### config.mk
export PLATFORM = sky130hd
export DESIGN_NAME = apb_i2c_regif_fifo
export DESIGN_NICKNAME = d
export VERILOG_FILES = /design/src/rtl/apb_i2c_pkg.sv /design/src/rtl/i2c_byte_fifo.sv /design/src/rtl/apb_i2c_regif_fifo.sv
export SDC_FILE = /design/constraint.sdc
export NUM_CORES = 1
export LEC_CHECK = 0
export CORE_MARGIN = 3
export CORE_UTILIZATION = 46
export DETAILED_ROUTE_END_ITERATION = 7
export GPL_TIMING_DRIVEN = 0
export PLACE_DENSITY = 0.73
export REMOVE_ABC_BUFFERS = 1
export SYNTH_ARGS = -nofsm -noshare
export SYNTH_HDL_FRONTEND = slang
export SYNTH_SLANG_ARGS = --single-unit
### constraint.sdc
create_clock -name PCLK -period 2.5 [get_ports PCLK]
set_input_delay 0.375 -clock PCLK [delete_from_list [all_inputs] [get_ports PCLK]]
set_output_delay 0.375 -clock PCLK [all_outputs]
set_load 0.02 [all_outputs]
### src/rtl/apb_i2c_pkg.sv
`default_nettype none
// +----------------------------------------------------------------------------+
// | apb_i2c_pkg                                                                |
// | Register offsets, interrupt bit indices and register-select decode for     |
// | the FIFO-based APB front end of the I2C master.                            |
// | Revision: 1.0                                                              |
// +----------------------------------------------------------------------------+
package apb_i2c_pkg;

  localparam logic [7:0] OFF_ADDR     = 8'h00;
  localparam logic [7:0] OFF_STATUS   = 8'h04;
  localparam logic [7:0] OFF_TXDATA   = 8'h08;
  localparam logic [7:0] OFF_RXDATA   = 8'h0C;
  localparam logic [7:0] OFF_CNT      = 8'h10;
  localparam logic [7:0] OFF_CTRL     = 8'h18;
  localparam logic [7:0] OFF_INT_STAT = 8'h20;
  localparam logic [7:0] OFF_INT_EN   = 8'h24;
  localparam logic [7:0] OFF_TIMEOUT  = 8'h28;
  localparam logic [7:0] OFF_LEVEL    = 8'h2C;
  localparam logic [7:0] OFF_WMARK    = 8'h30;

  localparam int INT_W       = 6;
  localparam int INT_CMD     = 0;
  localparam int INT_READY   = 1;
  localparam int INT_ERR     = 2;
  localparam int INT_TX_LOW  = 3;
  localparam int INT_RX_HIGH = 4;
  localparam int INT_RX_OVF  = 5;

  typedef enum logic [3:0] {
    SEL_NONE, SEL_ADDR, SEL_STATUS, SEL_TXDATA, SEL_RXDATA, SEL_CNT,
    SEL_CTRL, SEL_INT_STAT, SEL_INT_EN, SEL_TIMEOUT, SEL_LEVEL, SEL_WMARK
  } reg_sel_e;

  function automatic reg_sel_e decode_offset(input logic [7:0] off);
    reg_sel_e sel;
    sel = SEL_NONE;
    case (off)
      OFF_ADDR:     sel = SEL_ADDR;
      OFF_STATUS:   sel = SEL_STATUS;
      OFF_TXDATA:   sel = SEL_TXDATA;
      OFF_RXDATA:   sel = SEL_RXDATA;
      OFF_CNT:      sel = SEL_CNT;
      OFF_CTRL:     sel = SEL_CTRL;
      OFF_INT_STAT: sel = SEL_INT_STAT;
      OFF_INT_EN:   sel = SEL_INT_EN;
      OFF_TIMEOUT:  sel = SEL_TIMEOUT;
      OFF_LEVEL:    sel = SEL_LEVEL;
      OFF_WMARK:    sel = SEL_WMARK;
      default:      sel = SEL_NONE;
    endcase
    return sel;
  endfunction

  function automatic logic [31:0] lane_mask(input logic [3:0] strb);
    return {{8{strb[3]}}, {8{strb[2]}}, {8{strb[1]}}, {8{strb[0]}}};
  endfunction

endpackage
`default_nettype wire

### src/rtl/i2c_byte_fifo.sv
`default_nettype none
// +----------------------------------------------------------------------------+
// | i2c_byte_fifo                                                              |
// | Synchronous FIFO with concurrent push/pop at any level; DEPTH power of 2.  |
// | Revision: 1.0                                                              |
// +----------------------------------------------------------------------------+
module i2c_byte_fifo #(
  parameter int DEPTH = 8,
  parameter int W     = 8
) (
  input  logic                     clk,
  input  logic                     rst_n,
  input  logic                     push,
  input  logic [W-1:0]             push_data,
  input  logic                     pop,
  output logic [W-1:0]             pop_data,
  output logic                     full,
  output logic                     empty,
  output logic [$clog2(DEPTH):0]   level
);

  localparam int AW = $clog2(DEPTH);
  localparam int LW = AW + 1;

  logic [AW-1:0] wr_ptr_q, wr_ptr_d;
  logic [AW-1:0] rd_ptr_q, rd_ptr_d;
  logic [LW-1:0] level_q, level_d;
  logic [W-1:0]  mem_q [DEPTH];
  logic          push_ok, pop_ok;

  assign full     = (level_q == LW'(DEPTH));
  assign empty    = (level_q == '0);
  assign level    = level_q;
  assign pop_data = mem_q[rd_ptr_q];

  // A pop frees the slot a full-level push needs, so both may proceed.
  always_comb begin
    pop_ok   = pop & ~empty;
    push_ok  = push & (~full | pop_ok);
    wr_ptr_d = push_ok ? wr_ptr_q + AW'(1) : wr_ptr_q;
    rd_ptr_d = pop_ok  ? rd_ptr_q + AW'(1) : rd_ptr_q;
    level_d  = level_q + LW'(push_ok) - LW'(pop_ok);
  end

  always_ff @(posedge clk or negedge rst_n) begin
    if (!rst_n) begin
      wr_ptr_q <= '0;
      rd_ptr_q <= '0;
      level_q  <= '0;
    end else begin
      wr_ptr_q <= wr_ptr_d;
      rd_ptr_q <= rd_ptr_d;
      level_q  <= level_d;
    end
  end

  always_ff @(posedge clk) begin
    if (push_ok) mem_q[wr_ptr_q] <= push_data;
  end

endmodule
`default_nettype wire

### src/rtl/apb_i2c_regif_fifo.sv
`default_nettype none
// +----------------------------------------------------------------------------+
// | apb_i2c_regif_fifo                                                         |
// | APB register front end for the I2C master with TX/RX byte FIFOs, sticky   |
// | W1C interrupts and PSLVERR. APB_I2C_PSTRB_EN adds byte-lane strobes.       |
// | Revision: 1.0                                                              |
// +----------------------------------------------------------------------------+
module apb_i2c_regif_fifo
  import apb_i2c_pkg::*;
#(
  parameter int ADDR_W   = 12,
  parameter int TX_DEPTH = 8,
  parameter int RX_DEPTH = 8,
  parameter int TOUT_W   = 20
) (
  input  logic              PCLK,
  input  logic              PRESETn,
  input  logic              PSEL,
  input  logic              PENABLE,
  input  logic              PWRITE,
  input  logic [ADDR_W-1:0] PADDR,
  input  logic [31:0]       PWDATA,
`ifdef APB_I2C_PSTRB_EN
  input  logic [3:0]        PSTRB,
`endif
  output logic [31:0]       PRDATA,
  output logic              PREADY,
  output logic              PSLVERR,
  output logic              PINT,
  output logic [7:0]        tx_addr,
  output logic [7:0]        tx_byte_cnt,
  output logic [15:0]       tx_ctrl,
  output logic [TOUT_W-1:0] time_out,
  output logic [7:0]        tx_data,
  output logic              tx_valid,
  input  logic              tx_ready,
  input  logic [7:0]        rx_data,
  input  logic              rx_valid,
  input  logic [7:0]        status,
  input  logic              error,
  output logic              i2c_ready
);

  localparam int TX_LW = $clog2(TX_DEPTH) + 1;
  localparam int RX_LW = $clog2(RX_DEPTH) + 1;

  logic [3:0]  strb;
`ifdef APB_I2C_PSTRB_EN
  assign strb = PSTRB;
`else
  assign strb = 4'hF;
`endif

  logic [31:0] wmask;
  logic        access, wr, rd, err, wr_ok;
  reg_sel_e    sel;

  logic [7:0]        addr_q, addr_d, cnt_q, cnt_d, tx_wm_q, tx_wm_d, rx_wm_q, rx_wm_d;
  logic [15:0]       ctrl_q, ctrl_d;
  logic [TOUT_W-1:0] tout_q, tout_d;
  logic [INT_W-1:0]  int_stat_q, int_stat_d, int_en_q, int_en_d, int_set, w1c, int_live;
  logic              pint_q, pint_d, ready_q, ready_d;
  logic              cmd_prev_q, cmd_prev_d, rdy_prev_q, rdy_prev_d, err_prev_q, err_prev_d;

  logic             tx_full, tx_empty, tx_push;
  logic [TX_LW-1:0] tx_level;
  logic             rx_full, rx_empty, rx_pop;
  logic [RX_LW-1:0] rx_level;
  logic [7:0]       rx_head;
  logic [31:0]      rdata;

  assign access = PSEL & PENABLE;
  assign wr     = access & PWRITE;
  assign rd     = access & ~PWRITE;
  assign wmask  = lane_mask(strb);
  assign sel    = (PADDR[ADDR_W-1:8] != '0) ? SEL_NONE : decode_offset({PADDR[7:2], 2'b00});

  always_comb begin
    err = 1'b0;
    if (access) begin
      case (sel)
        SEL_NONE:              err = 1'b1;
        SEL_STATUS, SEL_LEVEL: err = PWRITE;
        SEL_RXDATA:            err = PWRITE | rx_empty;
        SEL_TXDATA:            err = ~PWRITE | tx_full;
        default:               err = 1'b0;
      endcase
    end
  end

  assign wr_ok   = wr & ~err;
  assign tx_push = wr_ok & (sel == SEL_TXDATA) & strb[0];
  assign rx_pop  = rd & ~err & (sel == SEL_RXDATA);

  i2c_byte_fifo #(.DEPTH(TX_DEPTH), .W(8)) u_tx_fifo (
    .clk(PCLK), .rst_n(PRESETn),
    .push(tx_push), .push_data(PWDATA[7:0]),
    .pop(tx_ready), .pop_data(tx_data),
    .full(tx_full), .empty(tx_empty), .level(tx_level)
  );

  i2c_byte_fifo #(.DEPTH(RX_DEPTH), .W(8)) u_rx_fifo (
    .clk(PCLK), .rst_n(PRESETn),
    .push(rx_valid), .push_data(rx_data),
    .pop(rx_pop), .pop_data(rx_head),
    .full(rx_full), .empty(rx_empty), .level(rx_level)
  );

  // Watermark bits are live views of the FIFO levels; only the others are stored.
  always_comb begin
    int_live              = int_stat_q;
    int_live[INT_TX_LOW]  = (8'(tx_level) <= tx_wm_q);
    int_live[INT_RX_HIGH] = (rx_wm_q != 8'd0) && (8'(rx_level) >= rx_wm_q);
  end

  always_comb begin
    addr_d   = addr_q;
    cnt_d    = cnt_q;
    ctrl_d   = ctrl_q;
    tout_d   = tout_q;
    int_en_d = int_en_q;
    tx_wm_d  = tx_wm_q;
    rx_wm_d  = rx_wm_q;
    w1c      = '0;
    if (wr_ok) begin
      case (sel)
        SEL_ADDR:     addr_d   = (addr_q & ~wmask[7:0]) | (PWDATA[7:0] & wmask[7:0]);
        SEL_CNT:      cnt_d    = (cnt_q & ~wmask[7:0]) | (PWDATA[7:0] & wmask[7:0]);
        SEL_CTRL:     ctrl_d   = (ctrl_q & ~wmask[15:0]) | (PWDATA[15:0] & wmask[15:0]);
        SEL_TIMEOUT:  tout_d   = (tout_q & ~wmask[TOUT_W-1:0]) | (PWDATA[TOUT_W-1:0] & wmask[TOUT_W-1:0]);
        SEL_INT_EN:   int_en_d = (int_en_q & ~wmask[INT_W-1:0]) | (PWDATA[INT_W-1:0] & wmask[INT_W-1:0]);
        SEL_INT_STAT: w1c      = PWDATA[INT_W-1:0] & wmask[INT_W-1:0];
        SEL_WMARK: begin
          tx_wm_d = (tx_wm_q & ~wmask[7:0]) | (PWDATA[7:0] & wmask[7:0]);
          rx_wm_d = (rx_wm_q & ~wmask[23:16]) | (PWDATA[23:16] & wmask[23:16]);
        end
        default: ;
      endcase
    end

    cmd_prev_d = |status[3:0];
    rdy_prev_d = ready_q;
    err_prev_d = error;

    int_set             = '0;
    int_set[INT_CMD]    = cmd_prev_d & ~cmd_prev_q;
    int_set[INT_READY]  = ready_q & ~rdy_prev_q;
    int_set[INT_ERR]    = error & ~err_prev_q;
    int_set[INT_RX_OVF] = rx_valid & rx_full & ~rx_pop;

    // Set wins over a coincident W1C.
    int_stat_d              = (int_stat_q & ~w1c) | int_set;
    int_stat_d[INT_TX_LOW]  = 1'b0;
    int_stat_d[INT_RX_HIGH] = 1'b0;

    ready_d = status[1] ? 1'b0 : (ctrl_q[11] ? 1'b1 : ready_q);
    pint_d  = |(int_live & int_en_q);
  end

  always_ff @(posedge PCLK or negedge PRESETn) begin
    if (!PRESETn) begin
      addr_q     <= '0;
      cnt_q      <= '0;
      ctrl_q     <= '0;
      tout_q     <= '0;
      int_en_q   <= '0;
      int_stat_q <= '0;
      tx_wm_q    <= 8'd0;
      rx_wm_q    <= 8'd1;
      pint_q     <= 1'b0;
      ready_q    <= 1'b0;
      cmd_prev_q <= 1'b0;
      rdy_prev_q <= 1'b0;
      err_prev_q <= 1'b0;
    end else begin
      addr_q     <= addr_d;
      cnt_q      <= cnt_d;
      ctrl_q     <= ctrl_d;
      tout_q     <= tout_d;
      int_en_q   <= int_en_d;
      int_stat_q <= int_stat_d;
      tx_wm_q    <= tx_wm_d;
      rx_wm_q    <= rx_wm_d;
      pint_q     <= pint_d;
      ready_q    <= ready_d;
      cmd_prev_q <= cmd_prev_d;
      rdy_prev_q <= rdy_prev_d;
      err_prev_q <= err_prev_d;
    end
  end

  always_comb begin
    rdata = '0;
    case (sel)
      SEL_ADDR:     rdata[7:0]        = addr_q;
      SEL_STATUS:   rdata[8:0]        = {error, status};
      SEL_RXDATA:   rdata[7:0]        = rx_head;
      SEL_CNT:      rdata[7:0]        = cnt_q;
      SEL_CTRL:     rdata[15:0]       = ctrl_q;
      SEL_INT_STAT: rdata[INT_W-1:0]  = int_live;
      SEL_INT_EN:   rdata[INT_W-1:0]  = int_en_q;
      SEL_TIMEOUT:  rdata[TOUT_W-1:0] = tout_q;
      SEL_LEVEL: begin
        rdata[7:0]   = 8'(tx_level);
        rdata[23:16] = 8'(rx_level);
      end
      SEL_WMARK: begin
        rdata[7:0]   = tx_wm_q;
        rdata[23:16] = rx_wm_q;
      end
      default: rdata = '0;
    endcase
  end

  assign PRDATA      = (rd & ~err) ? rdata : 32'd0;
  assign PSLVERR     = err;
  assign PREADY      = 1'b1;
  assign PINT        = pint_q;
  assign i2c_ready   = ready_q;
  assign tx_addr     = addr_q;
  assign tx_byte_cnt = cnt_q;
  assign tx_ctrl     = ctrl_q;
  assign time_out    = tout_q;
  assign tx_valid    = ~tx_empty;

endmodule
`default_nettype wire

==> flow_metrics.tcl <==
set metrics [dict create \
    status "complete, but fails checks" \
    violations "negative setup slack" \
    worst_slew_pin_slew_ns 0.972 \
    p_per_area_mw_per_mm2 735 \
    vias_per_cell 5.73 \
    fin_skew_ns 0.00998 \
    num_vias 7175 \
    p_leak_nw 5.66 \
    whs_ns 0.414 \
    synth_flop_cell "edfxtp_1" \
    finalWirelength_um 28200 \
    pin_count 165 \
    clockBufferDepth 3 \
    netlist_area_mm2 0.0108 \
    hold_path_class "input port to flip-flop" \
    crit_start "u_rx_fifo.rd_ptr_q[1]" \
    cp-start-kind "flip-flop" \
    remaining_drc_errors 0 \
    met3_length_um 2280 \
    synth_top_area_frac 0.357 \
    synth-seq-cells 231 \
    path_cells "mux4_2, mux2_4, a222oi_1, a21oi_2, buf_6" \
    max_freq_mhz 350 \
    yosysMostFrequentCell "edfxtp_1" \
    synth_commonest_cells "edfxtp_1, dfrtp_1, mux2_2, nor2_1, mux4_2" \
    grt_max_degree 55 \
    hold_violations 0 \
    grt_pass1_vias 7305 \
    r2r_start "u_rx_fifo.level[3]" \
    place_congestion 0.905 \
    path_buf_inv 1 \
    setup_violations 25 \
    async_flop_share 0.446 \
    cts_inserted_buffers 25 \
    synth_top_area_cell "edfxtp_1" \
    max_stage_delay_ns 0.53 \
    clock_latency_ns 0.52 \
    yosysSeqAreaShare 0.597 \
    grt_util_all_layers 0.214 \
    wire_per_inst_um 22.5 \
    cap_viol_max_count 0 \
    clkPwrFrac 0.328 \
    p_comb_frac 0.233 \
    synth_area_leaders "edfxtp_1, dfrtp_1, mux2_2" \
    crit_required_ns 2.12 \
    drtIter0Drc 690 \
    first_pass_iters 6 \
    cts-root-buf "clkbuf_16" \
    clk_pin_slew_ns 0.06 \
    arrival_ns 2.48 \
    synthCells 711 \
    final_util 0.636 \
    ys_types 66 \
    swShare 0.282 \
    die_h_um 159 \
    hold_start "error" \
    crit_family "multiplexers" \
    max-vdd-ir-drop_v 0.000513 \
    fillers 1628 \
    drive_above_1_share 0.404 \
    htreeDepth 1 \
    overflow 0 \
    cp_slowest_cell "mux4_2" \
    end_kind "output port" \
    antenna_found_initial 0 \
    area_growth_pct 34.7 \
    synth_edf_count 128 \
    dpl.hpwl_um 17600 \
    slew-limit-headroom 0.350 \
    die_w_um 159 \
    grt_pass1_wl_um 43000 \
    dr.max_layer_used "met4" \
    die_area_mm2 0.0253 \
    cts_sinks 231 \
    fin_nets 1013 \
    io_buffers 145 \
    row_count 55 \
    num_antenna_cells 0 \
    synth.avg_cell_area_um2 15.1 \
    crit_fanout 6 \
    maxSlewViolCount 0 \
    rsz0062_at_grt "true" \
    cts_tree "built" \
    coreArea_mm2 0.0228 \
    fin_crit_ns 2.86 \
    yosysWarnings 0 \
    crit_type "flip-flop to output port" \
    switchingPower_mw 3.00 \
    postRouteAntennaNets 0 \
    route.met2.wl_um 13900 \
    drt-met1-wl_um 11300 \
    setup_slack_ns -0.358 \
    finalCritPeriodShare 1.14 \
    seqPwrFrac 0.439 \
    final.setup.tns_ns -4.86 \
    start_util 0.472 \
    intPower_mw 7.65 \
]
[sequential cells by signal, summed over array words and instances (netlist names), 3 cells and up]
register / cells
tx_addr: 8
u_rx_fifo.rd_ptr_q: 3
time_out: 20
rx_wm_q: 8
u_rx_fifo.level: 4
u_tx_fifo.mem_q: 64
int_stat_q: 4
int_en_q: 6
u_tx_fifo.level: 4
u_rx_fifo.mem_q: 64
tx_wm_q: 8
u_tx_fifo.wr_ptr_q: 3
u_rx_fifo.wr_ptr_q: 3
u_tx_fifo.rd_ptr_q: 3
tx_ctrl: 16
tx_byte_cnt: 8
[per-layer routing]
metal	track usage	vias to the layer above
li1	-	3130
met1	0.293	3618
met2	0.361	354
met3	0.0433	73
met4	0.0430	0
met5	0	-
[metrics by stage]
| stage | cell area [um^2] | power, mW | cells | setup WS [ns] |
|---|---|---|---|---|
| 6_report | 14500 | 10.7 | 1252 | -0.358 |
| 5_1_grt | 14500 | 11.1 | 1252 | -0.407 |
| 4_1_cts | 14000 | 10.4 | 1225 | -0.342 |
| 3_5_place_dp | 12400 | 6.68 | 1137 | -2.03 |
| 3_3_place_gp | 12300 | 6.60 | 1133 | -3.51 |
| 2_1_floorplan | 10500 | 5.91 | 675 | -0.788 |
[what timing repair did]
action,4_1_cts,5_1_grt
cloned,1,1
hold buffers,1,0
buffers inserted,40,26
pin swaps,38,28
gates resized for setup,340,70
endpoints found under the setup margin,250,101
hold endpoints to repair,52,0
[placed cells by master (no fill, tap or decap), types with 5 or more instances in the layout]
| cell type | n |
|---|---|
| buf_6 | 33 |
| nand3_1 | 8 |
| clkdlybuf4s50_1 | 98 |
| buf_2 | 10 |
| nand2_1 | 17 |
| dfrtp_1 | 96 |
| clkbuf_16 | 26 |
| inv_1 | 25 |
| nand2b_1 | 7 |
| mux2_1 | 11 |
| xor2_1 | 5 |
| buf_12 | 9 |
| ha_1 | 23 |
| buf_4 | 54 |
| edfxtp_1 | 128 |
| nor2_4 | 24 |
| a21oi_1 | 8 |
| nor3_4 | 10 |
| o211ai_1 | 5 |
| mux2_4 | 20 |
| conb_1 | 9 |
| mux2_2 | 74 |
| a22o_1 | 11 |
| a22oi_2 | 6 |
| xnor2_1 | 10 |
| mux4_2 | 32 |
| a32o_1 | 5 |
| o21ai_0 | 15 |
| nor2_1 | 11 |
| clkbuf_1 | 7 |
| mux2i_1 | 5 |
| and2_4 | 6 |
| a22oi_1 | 13 |
[power by group through the flow]
stage,logic [mW],registers (mW),clock network [mW]
final,2.48,4.67,3.50
after global routing,2.68,4.71,3.72
after CTS,2.21,4.66,3.55
after detailed placement,1.92,4.77,0
after global placement,1.85,4.75,0
after floorplan,1.26,4.64,0
[path summary, 6_finish.rpt]
kind / end / slack (ns) / cells past startpoint
min in group asynchronous: time_out[15] / 0.46 / 2
setup / recovery: PRDATA[5] / -0.36 / 5
hold / removal: err_prev_q / 0.41 / 1
setup reg to reg: u_rx_fifo.level[3] / 0.09 / 9
hold reg to reg: rdy_prev_q / 0.46 / 0
max in group asynchronous: u_tx_fifo.rd_ptr_q[0] / 1.30 / 3
[area by class of cell]
| class | instances | area [um^2] | area share |
|---|---|---|---|
| sequential | 231 | 6440 | 0.445 |
| multi-input combinational | 419 | 4610 | 0.318 |
| timing repair buffer | 217 | 2170 | 0.150 |
| clock buffer | 35 | 693 | 0.0478 |
| tap | 313 | 392 | 0.0270 |
| inverter | 26 | 97.6 | 0.00674 |
| clock inverter | 11 | 86.3 | 0.00596 |
[cells by family (layout without fill, tap and decap cells)]
kind of cell | Yosys count | count (layout) | synth area share
buffers and inverters | 69 | 289 | 0.0362
adder cells (fa/ha/maj) | 25 | 25 | 0.0305
AO/OA/AOI/OAI | 94 | 94 | 0.0663
other | 2 | 9 | 0.000698
flip-flops | 231 | 231 | 0.597
XOR/XNOR | 16 | 16 | 0.0130
AND/OR/NAND/NOR | 130 | 130 | 0.0685
multiplexers | 144 | 145 | 0.188
[worst register-to-register path, cell delays in order, from the launching register on]
cell and delay (ns):
dfrtp_1 0.41, inv_1 0.07, ha_1 0.20, a21oi_2 0.21, o2111a_2 0.40, nand2_1 0.12, ha_1 0.30, a21o_1 0.21
a21oi_1 0.22, xor2_1 0.19
Note: power is estimated with default switching activity, not from simulation.
